**src/rtl/fc_sgd_update_engine_if.sv**
```systemverilog
// fc_sgd_update_engine_if
//   Bundles the control handshake (start/busy/done and pass options) and the
//   weight/gradient memory ports of one FC-layer SGD update engine.
//   master : the update engine (drives addresses, write strobes, status)
//   slave  : controller + memories (drive start, options and read data)
//   Signals:
//     start, lrate_shifts, clear_grad        pass request and options
//     busy, done, sat_count                   pass status
//     w_raddr/w_rdata, w_waddr/w_wdata/w_we   weight memory ports
//     g_raddr/g_rdata, g_waddr/g_we           gradient memory ports (clear writes zero)
interface fc_sgd_update_engine_if #(
    parameter int N_LANES  = 2,
    parameter int PREC     = 16,
    parameter int ADDR_W   = 10,
    parameter int SHIFT_W  = 5,
    parameter int SATCNT_W = 16
);
    logic                      start;
    logic [SHIFT_W-1:0]        lrate_shifts;
    logic                      clear_grad;
    logic                      busy;
    logic                      done;
    logic [SATCNT_W-1:0]       sat_count;
    logic [ADDR_W-1:0]         w_raddr;
    logic [N_LANES*PREC-1:0]   w_rdata;
    logic [ADDR_W-1:0]         w_waddr;
    logic [N_LANES*PREC-1:0]   w_wdata;
    logic                      w_we;
    logic [ADDR_W-1:0]         g_raddr;
    logic [N_LANES*PREC-1:0]   g_rdata;
    logic [ADDR_W-1:0]         g_waddr;
    logic                      g_we;

    modport master (
        input  start, lrate_shifts, clear_grad, w_rdata, g_rdata,
        output busy, done, sat_count, w_raddr, w_waddr, w_wdata, w_we,
               g_raddr, g_waddr, g_we
    );

    modport slave (
        output start, lrate_shifts, clear_grad, w_rdata, g_rdata,
        input  busy, done, sat_count, w_raddr, w_waddr, w_wdata, w_we,
               g_raddr, g_waddr, g_we
    );
endinterface

```
**src/rtl/fc_sgd_update_engine.sv**
```systemverilog
// fc_sgd_update_engine
//   Walks a fully connected layer's weight and weight-gradient memories once
//   per pass, one word per cycle, writing W <- sat(W - (G >>> shift)) on every
//   lane. Optionally zeroes each gradient word as it is consumed and counts
//   lane saturations over the pass.
//   Ports:
//     clk  : clock
//     rst  : asynchronous active-low reset
//     bus  : fc_sgd_update_engine_if.master (control handshake + memory ports)
module fc_sgd_update_engine #(
    parameter int N_LANES  = 2,
    parameter int PREC     = 16,
    parameter int DEPTH    = 640,
    parameter int ADDR_W   = 10,
    parameter int RD_LAT   = 1,
    parameter int SHIFT_W  = 5,
    parameter int SATCNT_W = 16
) (
    input  logic                   clk,
    input  logic                   rst,
    fc_sgd_update_engine_if.master bus
);
    localparam logic [ADDR_W-1:0] LAST_ADDR = ADDR_W'(DEPTH - 1);

    typedef enum logic [1:0] {IDLE, RUN, DRAIN, DONE} state_t;

    state_t                    state_reg, state_next;
    logic [ADDR_W-1:0]         raddr_reg, raddr_next;
    logic                      issue;
    logic                      load;
    logic [SHIFT_W-1:0]        shift_reg;
    logic                      clear_reg;
    // Stage i holds the word issued i+1 cycles ago; stage RD_LAT-1 sees the
    // memory data, stage RD_LAT is the write cycle.
    logic [RD_LAT:0]               vld_sr_reg;
    logic [RD_LAT:0][ADDR_W-1:0]   addr_sr_reg;
    logic [N_LANES*PREC-1:0]   wdata_reg;
    logic [SATCNT_W-1:0]       sat_count_reg;

    logic [31:0]               sh_eff;
    logic [N_LANES*PREC-1:0]   upd_word;
    logic [N_LANES-1:0]        lane_sat;
    logic [SATCNT_W-1:0]       sat_inc;
    logic [SATCNT_W:0]         sat_sum;
    logic [SATCNT_W-1:0]       sat_next;

    // ---------------- FSM ----------------
    always_ff @(posedge clk or negedge rst) begin
        if (!rst) begin
            state_reg <= IDLE;
            raddr_reg <= '0;
        end else begin
            state_reg <= state_next;
            raddr_reg <= raddr_next;
        end
    end

    always_comb begin
        state_next = state_reg;
        raddr_next = raddr_reg;
        issue      = 1'b0;
        load       = 1'b0;
        case (state_reg)
            IDLE: begin
                raddr_next = '0;
                if (bus.start) begin
                    load       = 1'b1;
                    state_next = RUN;
                end
            end
            RUN: begin
                issue = 1'b1;
                if (raddr_reg == LAST_ADDR) begin
                    raddr_next = '0;
                    state_next = DRAIN;
                end else begin
                    raddr_next = raddr_reg + 1'b1;
                end
            end
            DRAIN: begin
                raddr_next = '0;
                // Once only the write stage may still hold a word, the final
                // write is happening this cycle.
                if (~|vld_sr_reg[RD_LAT-1:0])
                    state_next = DONE;
            end
            DONE: state_next = IDLE;
            default: state_next = IDLE;
        endcase
    end

    // ---------------- read pipeline ----------------
    always_ff @(posedge clk or negedge rst) begin
        if (!rst) begin
            vld_sr_reg  <= '0;
            addr_sr_reg <= '0;
        end else begin
            vld_sr_reg  <= {vld_sr_reg[RD_LAT-1:0], issue};
            addr_sr_reg <= {addr_sr_reg[RD_LAT-1:0], raddr_reg};
        end
    end

    // ---------------- per-lane update ----------------
    // Shifting a PREC-bit value by PREC-1 already leaves only sign bits.
    assign sh_eff = (32'(shift_reg) > 32'(PREC - 1)) ? 32'(PREC - 1) : 32'(shift_reg);

    genvar gi;
    generate
        for (gi = 0; gi < N_LANES; gi++) begin : g_lane
            logic signed [PREC-1:0] w_l, g_l, gs_l;
            logic        [PREC:0]   d_l;
            logic        [PREC-1:0] upd_l;
            logic                   sat_l;

            assign w_l  = bus.w_rdata[gi*PREC +: PREC];
            assign g_l  = bus.g_rdata[gi*PREC +: PREC];
            assign gs_l = g_l >>> sh_eff;
            assign d_l  = {w_l[PREC-1], w_l} - {gs_l[PREC-1], gs_l};

            always_comb begin
                upd_l = d_l[PREC-1:0];
                sat_l = 1'b0;
                case (d_l[PREC:PREC-1])
                    2'b01: begin
                        upd_l = {1'b0, {(PREC-1){1'b1}}};
                        sat_l = 1'b1;
                    end
                    2'b10: begin
                        upd_l = {1'b1, {(PREC-1){1'b0}}};
                        sat_l = 1'b1;
                    end
                    default: ;
                endcase
            end

            assign upd_word[gi*PREC +: PREC] = upd_l;
            assign lane_sat[gi]              = sat_l;
        end
    endgenerate

    always_comb begin
        sat_inc = '0;
        for (int i = 0; i < N_LANES; i++)
            sat_inc = sat_inc + SATCNT_W'(lane_sat[i]);
    end

    assign sat_sum  = {1'b0, sat_count_reg} + {1'b0, sat_inc};
    assign sat_next = sat_sum[SATCNT_W] ? {SATCNT_W{1'b1}} : sat_sum[SATCNT_W-1:0];

    // The updated word is registered straight off the read data, which is
    // the single register stage ahead of the write.
    always_ff @(posedge clk or negedge rst) begin
        if (!rst) begin
            shift_reg     <= '0;
            clear_reg     <= 1'b0;
            wdata_reg     <= '0;
            sat_count_reg <= '0;
        end else begin
            if (load) begin
                shift_reg     <= bus.lrate_shifts;
                clear_reg     <= bus.clear_grad;
                sat_count_reg <= '0;
            end
            if (vld_sr_reg[RD_LAT-1]) begin
                wdata_reg     <= upd_word;
                sat_count_reg <= sat_next;
            end
        end
    end

    // ---------------- outputs ----------------
    assign bus.busy      = (state_reg != IDLE);
    assign bus.done      = (state_reg == DONE);
    assign bus.sat_count = sat_count_reg;
    assign bus.w_raddr   = raddr_reg;
    assign bus.g_raddr   = raddr_reg;
    assign bus.w_waddr   = addr_sr_reg[RD_LAT];
    assign bus.w_wdata   = wdata_reg;
    assign bus.w_we      = vld_sr_reg[RD_LAT];
    assign bus.g_waddr   = addr_sr_reg[RD_LAT];
    assign bus.g_we      = vld_sr_reg[RD_LAT] & clear_reg;
endmodule

```
**src/flat_wrapper.sv**
```systemverilog
// flat-port wrapper written by rule: the top's interface ports become plain ports
module fc_sgd_update_engine_flat 
#(
    parameter int N_LANES  = 2,
    parameter int PREC     = 16,
    parameter int DEPTH    = 640,
    parameter int ADDR_W   = 10,
    parameter int RD_LAT   = 1,
    parameter int SHIFT_W  = 5,
    parameter int SATCNT_W = 16
)
  (clk, rst, bus_start, bus_lrate_shifts, bus_clear_grad, bus_w_rdata, bus_g_rdata, bus_busy, bus_done, bus_sat_count, bus_w_raddr, bus_w_waddr, bus_w_wdata, bus_w_we, bus_g_raddr, bus_g_waddr, bus_g_we);
  fc_sgd_update_engine_if #(.N_LANES(N_LANES), .PREC(PREC), .ADDR_W(ADDR_W), .SHIFT_W(SHIFT_W), .SATCNT_W(SATCNT_W)) bus_i ();
  input  logic clk;
  input  logic rst;
  input wire logic [$bits(bus_i.start)-1:0] bus_start;
  input wire logic [$bits(bus_i.lrate_shifts)-1:0] bus_lrate_shifts;
  input wire logic [$bits(bus_i.clear_grad)-1:0] bus_clear_grad;
  input wire logic [$bits(bus_i.w_rdata)-1:0] bus_w_rdata;
  input wire logic [$bits(bus_i.g_rdata)-1:0] bus_g_rdata;
  output wire logic [$bits(bus_i.busy)-1:0] bus_busy;
  output wire logic [$bits(bus_i.done)-1:0] bus_done;
  output wire logic [$bits(bus_i.sat_count)-1:0] bus_sat_count;
  output wire logic [$bits(bus_i.w_raddr)-1:0] bus_w_raddr;
  output wire logic [$bits(bus_i.w_waddr)-1:0] bus_w_waddr;
  output wire logic [$bits(bus_i.w_wdata)-1:0] bus_w_wdata;
  output wire logic [$bits(bus_i.w_we)-1:0] bus_w_we;
  output wire logic [$bits(bus_i.g_raddr)-1:0] bus_g_raddr;
  output wire logic [$bits(bus_i.g_waddr)-1:0] bus_g_waddr;
  output wire logic [$bits(bus_i.g_we)-1:0] bus_g_we;
  assign bus_i.start = bus_start;
  assign bus_i.lrate_shifts = bus_lrate_shifts;
  assign bus_i.clear_grad = bus_clear_grad;
  assign bus_i.w_rdata = bus_w_rdata;
  assign bus_i.g_rdata = bus_g_rdata;
  assign bus_busy = bus_i.busy;
  assign bus_done = bus_i.done;
  assign bus_sat_count = bus_i.sat_count;
  assign bus_w_raddr = bus_i.w_raddr;
  assign bus_w_waddr = bus_i.w_waddr;
  assign bus_w_wdata = bus_i.w_wdata;
  assign bus_w_we = bus_i.w_we;
  assign bus_g_raddr = bus_i.g_raddr;
  assign bus_g_waddr = bus_i.g_waddr;
  assign bus_g_we = bus_i.g_we;
  fc_sgd_update_engine #(.N_LANES(N_LANES), .PREC(PREC), .DEPTH(DEPTH), .ADDR_W(ADDR_W), .RD_LAT(RD_LAT), .SHIFT_W(SHIFT_W), .SATCNT_W(SATCNT_W)) u_core (.clk(clk), .rst(rst), .bus(bus_i));
endmodule
```
**config.mk**
```make
export PLATFORM = sky130hd
export DESIGN_NAME = fc_sgd_update_engine_flat
export DESIGN_NICKNAME = d
export VERILOG_FILES = /design/src/rtl/fc_sgd_update_engine_if.sv /design/src/rtl/fc_sgd_update_engine.sv /design/src/flat_wrapper.sv
export SDC_FILE = /design/constraint.sdc
export NUM_CORES = 1
export LEC_CHECK = 0
export BUFFER_PORTS_ARGS = -buffer_cell sky130_fd_sc_hd__clkbuf_2
export CORE_ASPECT_RATIO = 0.6
export CORE_MARGIN = 5
export CORE_UTILIZATION = 56
export CTS_BUF_LIST = sky130_fd_sc_hd__clkbuf_4
export DETAILED_ROUTE_END_ITERATION = 10
export GPL_ROUTABILITY_DRIVEN = 0
export PLACE_DENSITY = 0.94
export RECOVER_POWER = 25
export SLEW_MARGIN = 20
export SYNTH_ARGS = -nofsm -noshare
export SYNTH_HDL_FRONTEND = slang
export SYNTH_SLANG_ARGS = --single-unit
export TNS_END_PERCENT = 10
```
**constraint.sdc**
```tcl
create_clock -name clk -period 6.6 [get_ports clk]
set_input_delay 1.32 -clock clk [delete_from_list [all_inputs] [get_ports clk]]
set_output_delay 1.32 -clock clk [all_outputs]
set_load 0.03 [all_outputs]
```
==> metrics <==
Ys Warns 0; Post-Synth Simple-Gate Area 16.6%; count leader, synth dfrtp_1; crit share post-route 91.9%; CP startpoint u_core.shift_reg[1]$_DFFE_PN0P_; Layout Nets 1028; FF+latch count, synth 88; final setup vio count 0; HP Start u_core.addr_sr_reg[9]$_DFF_PN0_; mean post-synth cell area 8.52 µm²; initial DRC count 656; CP most frequent cell ha_1; CP max stage cell nor3_1; post-cts hold buffer count 0; Mapped Nets 908; CTS tree built; DIE AREA 14300 µm²; core area 11900 µm²; Final Total Pwr 0.00432 W; Arr. time, crit path 6.44 ns; failing checks capacitance limit, slew limit; sequential cell area fraction in the yosys report 32.8%; Critical R2R Launch u_core.shift_reg[1]$_DFFE_PN0P_; RSZ-0062 raised after global routing no; Remaining Overflow, GRT 0; Slew headroom -38.9%; final WL 17800 µm; Die W 151 µm; post-cts gate resize count 0; Layout fillers 1007; post-synthesis mux area share 11.0%; crit path capture type flip-flop; WHS 0.368 ns; slowest cell delay on critical path 0.67 ns; Slew Viols, Final 43; Post-synth EDFFs 0; PwrDens 567 nW/µm²; Max Freq 165 MHz; fraction of layout cells with a size suffix above 1 24.7%; IO Count 165; Initial Util 56.3%; family with the most delay on the worst path simple AND/OR/NAND/NOR gates; Hold WC Path Type flip-flop to flip-flop; routed vias 6337; WP data required 6.98 ns; critical path class flip-flop to flip-flop; Compound-Gate Fraction of Synth Area 20.1%; Mapped Cells 787; drt via density 5.88; Worst Skew 0.0126 ns; Clock transition at path regs 0.15 ns; slew at the pin closest to its max-slew limit 2.08 ns; dpl cells 1061; DRT Pass-1 Iters 6; DR WL/cell 16.5 µm; top_reg_cell synth dfrtp_1; Synth top cells by count dfrtp_1, a21oi_1, nor2_1; Largest register FFs 32; Worst VDD drop 0.322 mV; worst setup margin 0.538 ns; synth unique cells 54; first-pass GRT wire length 28600 µm; clk sinks 88; Reg area 2210 µm²; H-tree Lvls 3; leading area contributor after synthesis dfrtp_1; Post-Synth XOR/XNOR Area 2.61%; Buffers on Ports 164; area grow syn2layout 13.5%; worst skew pair latency 0.44 ns; Tot GR Track Use 25.0%; post-synthesis adder-cell area fraction 9.29%; # rows 31; ant diodes 0; Setup crit start kind flip-flop; crit path time final 6.06 ns; Detail Route Antenna Nets 0; vias in the first global route 5823; Place WS 0.159 ns; Die Height 94.8 µm; final std cells w/o fill 1077; share of the synthesized area in the top cell type 32.8%; CTS max path bufs 2; Worst Path Buf+Inv 3; Post-CTS Setup Inserts 0; asr flop ratio synth 100%; crit-path cells nor3_1 -> mux2i_1 -> o21ai_0 -> mux2i_1 -> ha_1 -> and3_1 -> and4_1 -> and3_1 -> o31a_1 -> mux2i_1 -> xor2_1 -> ha_1 -> inv_1 -> ha_1 -> ha_1 -> inv_1 -> fa_1 -> nor2b_1 -> nand4_1 -> buf_4 -> o21ai_0 -> a21oi_1 -> nor2_1; Area contributors post-synth dfrtp_1, ha_1, mux2i_1, a21oi_1, nor2_1; final hold vios 0; worst-path maximum fanout 16; Num CTS Buffers 9; initial antenna violation count 0; area of the multi-input gates 4010 µm²; Max-Cap Viols 1; Setup TNS 0 ns; largest family of logic cells by synthesized area compound AO/OA/AOI/OAI gates; root buffer cell clkbuf_4; status finished with violations; LEAKAGE 3.80 nW; Mapped Area 6710 µm²; largest net degree at the start of global routing 82; drt drc 0; hpwl dp 14200 µm
## through the flow
stage	cell area [µm²]	utilization (%)
6_report	7610	63.9
5_1_grt	7610	63.9
4_1_cts	7600	63.8
3_5_place_dp	7470	62.7
3_3_place_gp	7470	62.7
2_1_floorplan	6710	-
## layout make-up
cell class | count | share of cell area, %
multi-input cells | 595 | 52.7
flip-flops and latches | 88 | 29.0
repair buffers | 177 | 12.0
well taps | 165 | 2.71
inverters | 36 | 1.77
clock buffers | 9 | 0.887
clock inverters | 7 | 0.887
## cells by family (layout without fill, tap and decap cells)
group,count (synthesis),after routing
fa+ha+maj,48,48
flops,88,88
xor+xnor,20,20
compound gates,221,221
mux,62,62
simple gates,244,244
buf+inv,104,229
## per-layer routing
layer	track usage [%]	part of all wire (%)
met2	39.1	44
met3	7.29	11
met4	3.54	0.56
met5	0	0
met1	35.2	44
## final timing paths
| kind | to | slack (ns) | cells after the start |
|---|---|---|---|
| worst max-delay path | u_core.bus.sat_count[5]$_DFFE_PN0P_ | 0.54 | 23 |
| worst min-delay path | u_core.bus.g_waddr[9]$_DFF_PN0_ | 0.37 | 0 |
| worst max register to register | u_core.bus.sat_count[5]$_DFFE_PN0P_ | 0.54 | 23 |
| worst min register to register | u_core.bus.g_waddr[9]$_DFF_PN0_ | 0.37 | 0 |
| max in group asynchronous | u_core.shift_reg[0]$_DFFE_PN0P_ | 3.60 | 2 |
| min in group asynchronous | u_core.bus.w_wdata[11]$_DFFE_PN0P_ | 1.45 | 1 |
## where the power goes
part | internal (W) | switching [W] | total, W
registers | 0.000715 | 0.000159 | 0.000875
clock network | 0.0000888 | 0.000209 | 0.000298
logic | 0.00119 | 0.00195 | 0.00314
## layout by cell type (no fill, tap or decap), types with 8 or more instances in the layout
cell type  netlist  routed
nand2_1         75      75
mux4_2           8       8
nor2_1          78      77
inv_1           36      36
clkbuf_2         0     163
o21ai_0         56      56
and3_1          10      10
clkbuf_4         0       9
xnor2_1          9       9
a21oi_1         79      79
nor3_1          10      10
xor2_1          11      11
a31oi_1         10      10
a21o_1          19      19
nand4_1         11      11
nor2b_1         14      14
nand3_1         22      22
ha_1            45      45
buf_4           30      13
mux2i_1         42      42
dfrtp_1         88      85
a211oi_1        11      11
mux2_2          12      12
Note: power is estimated with default switching activity, not from simulation.
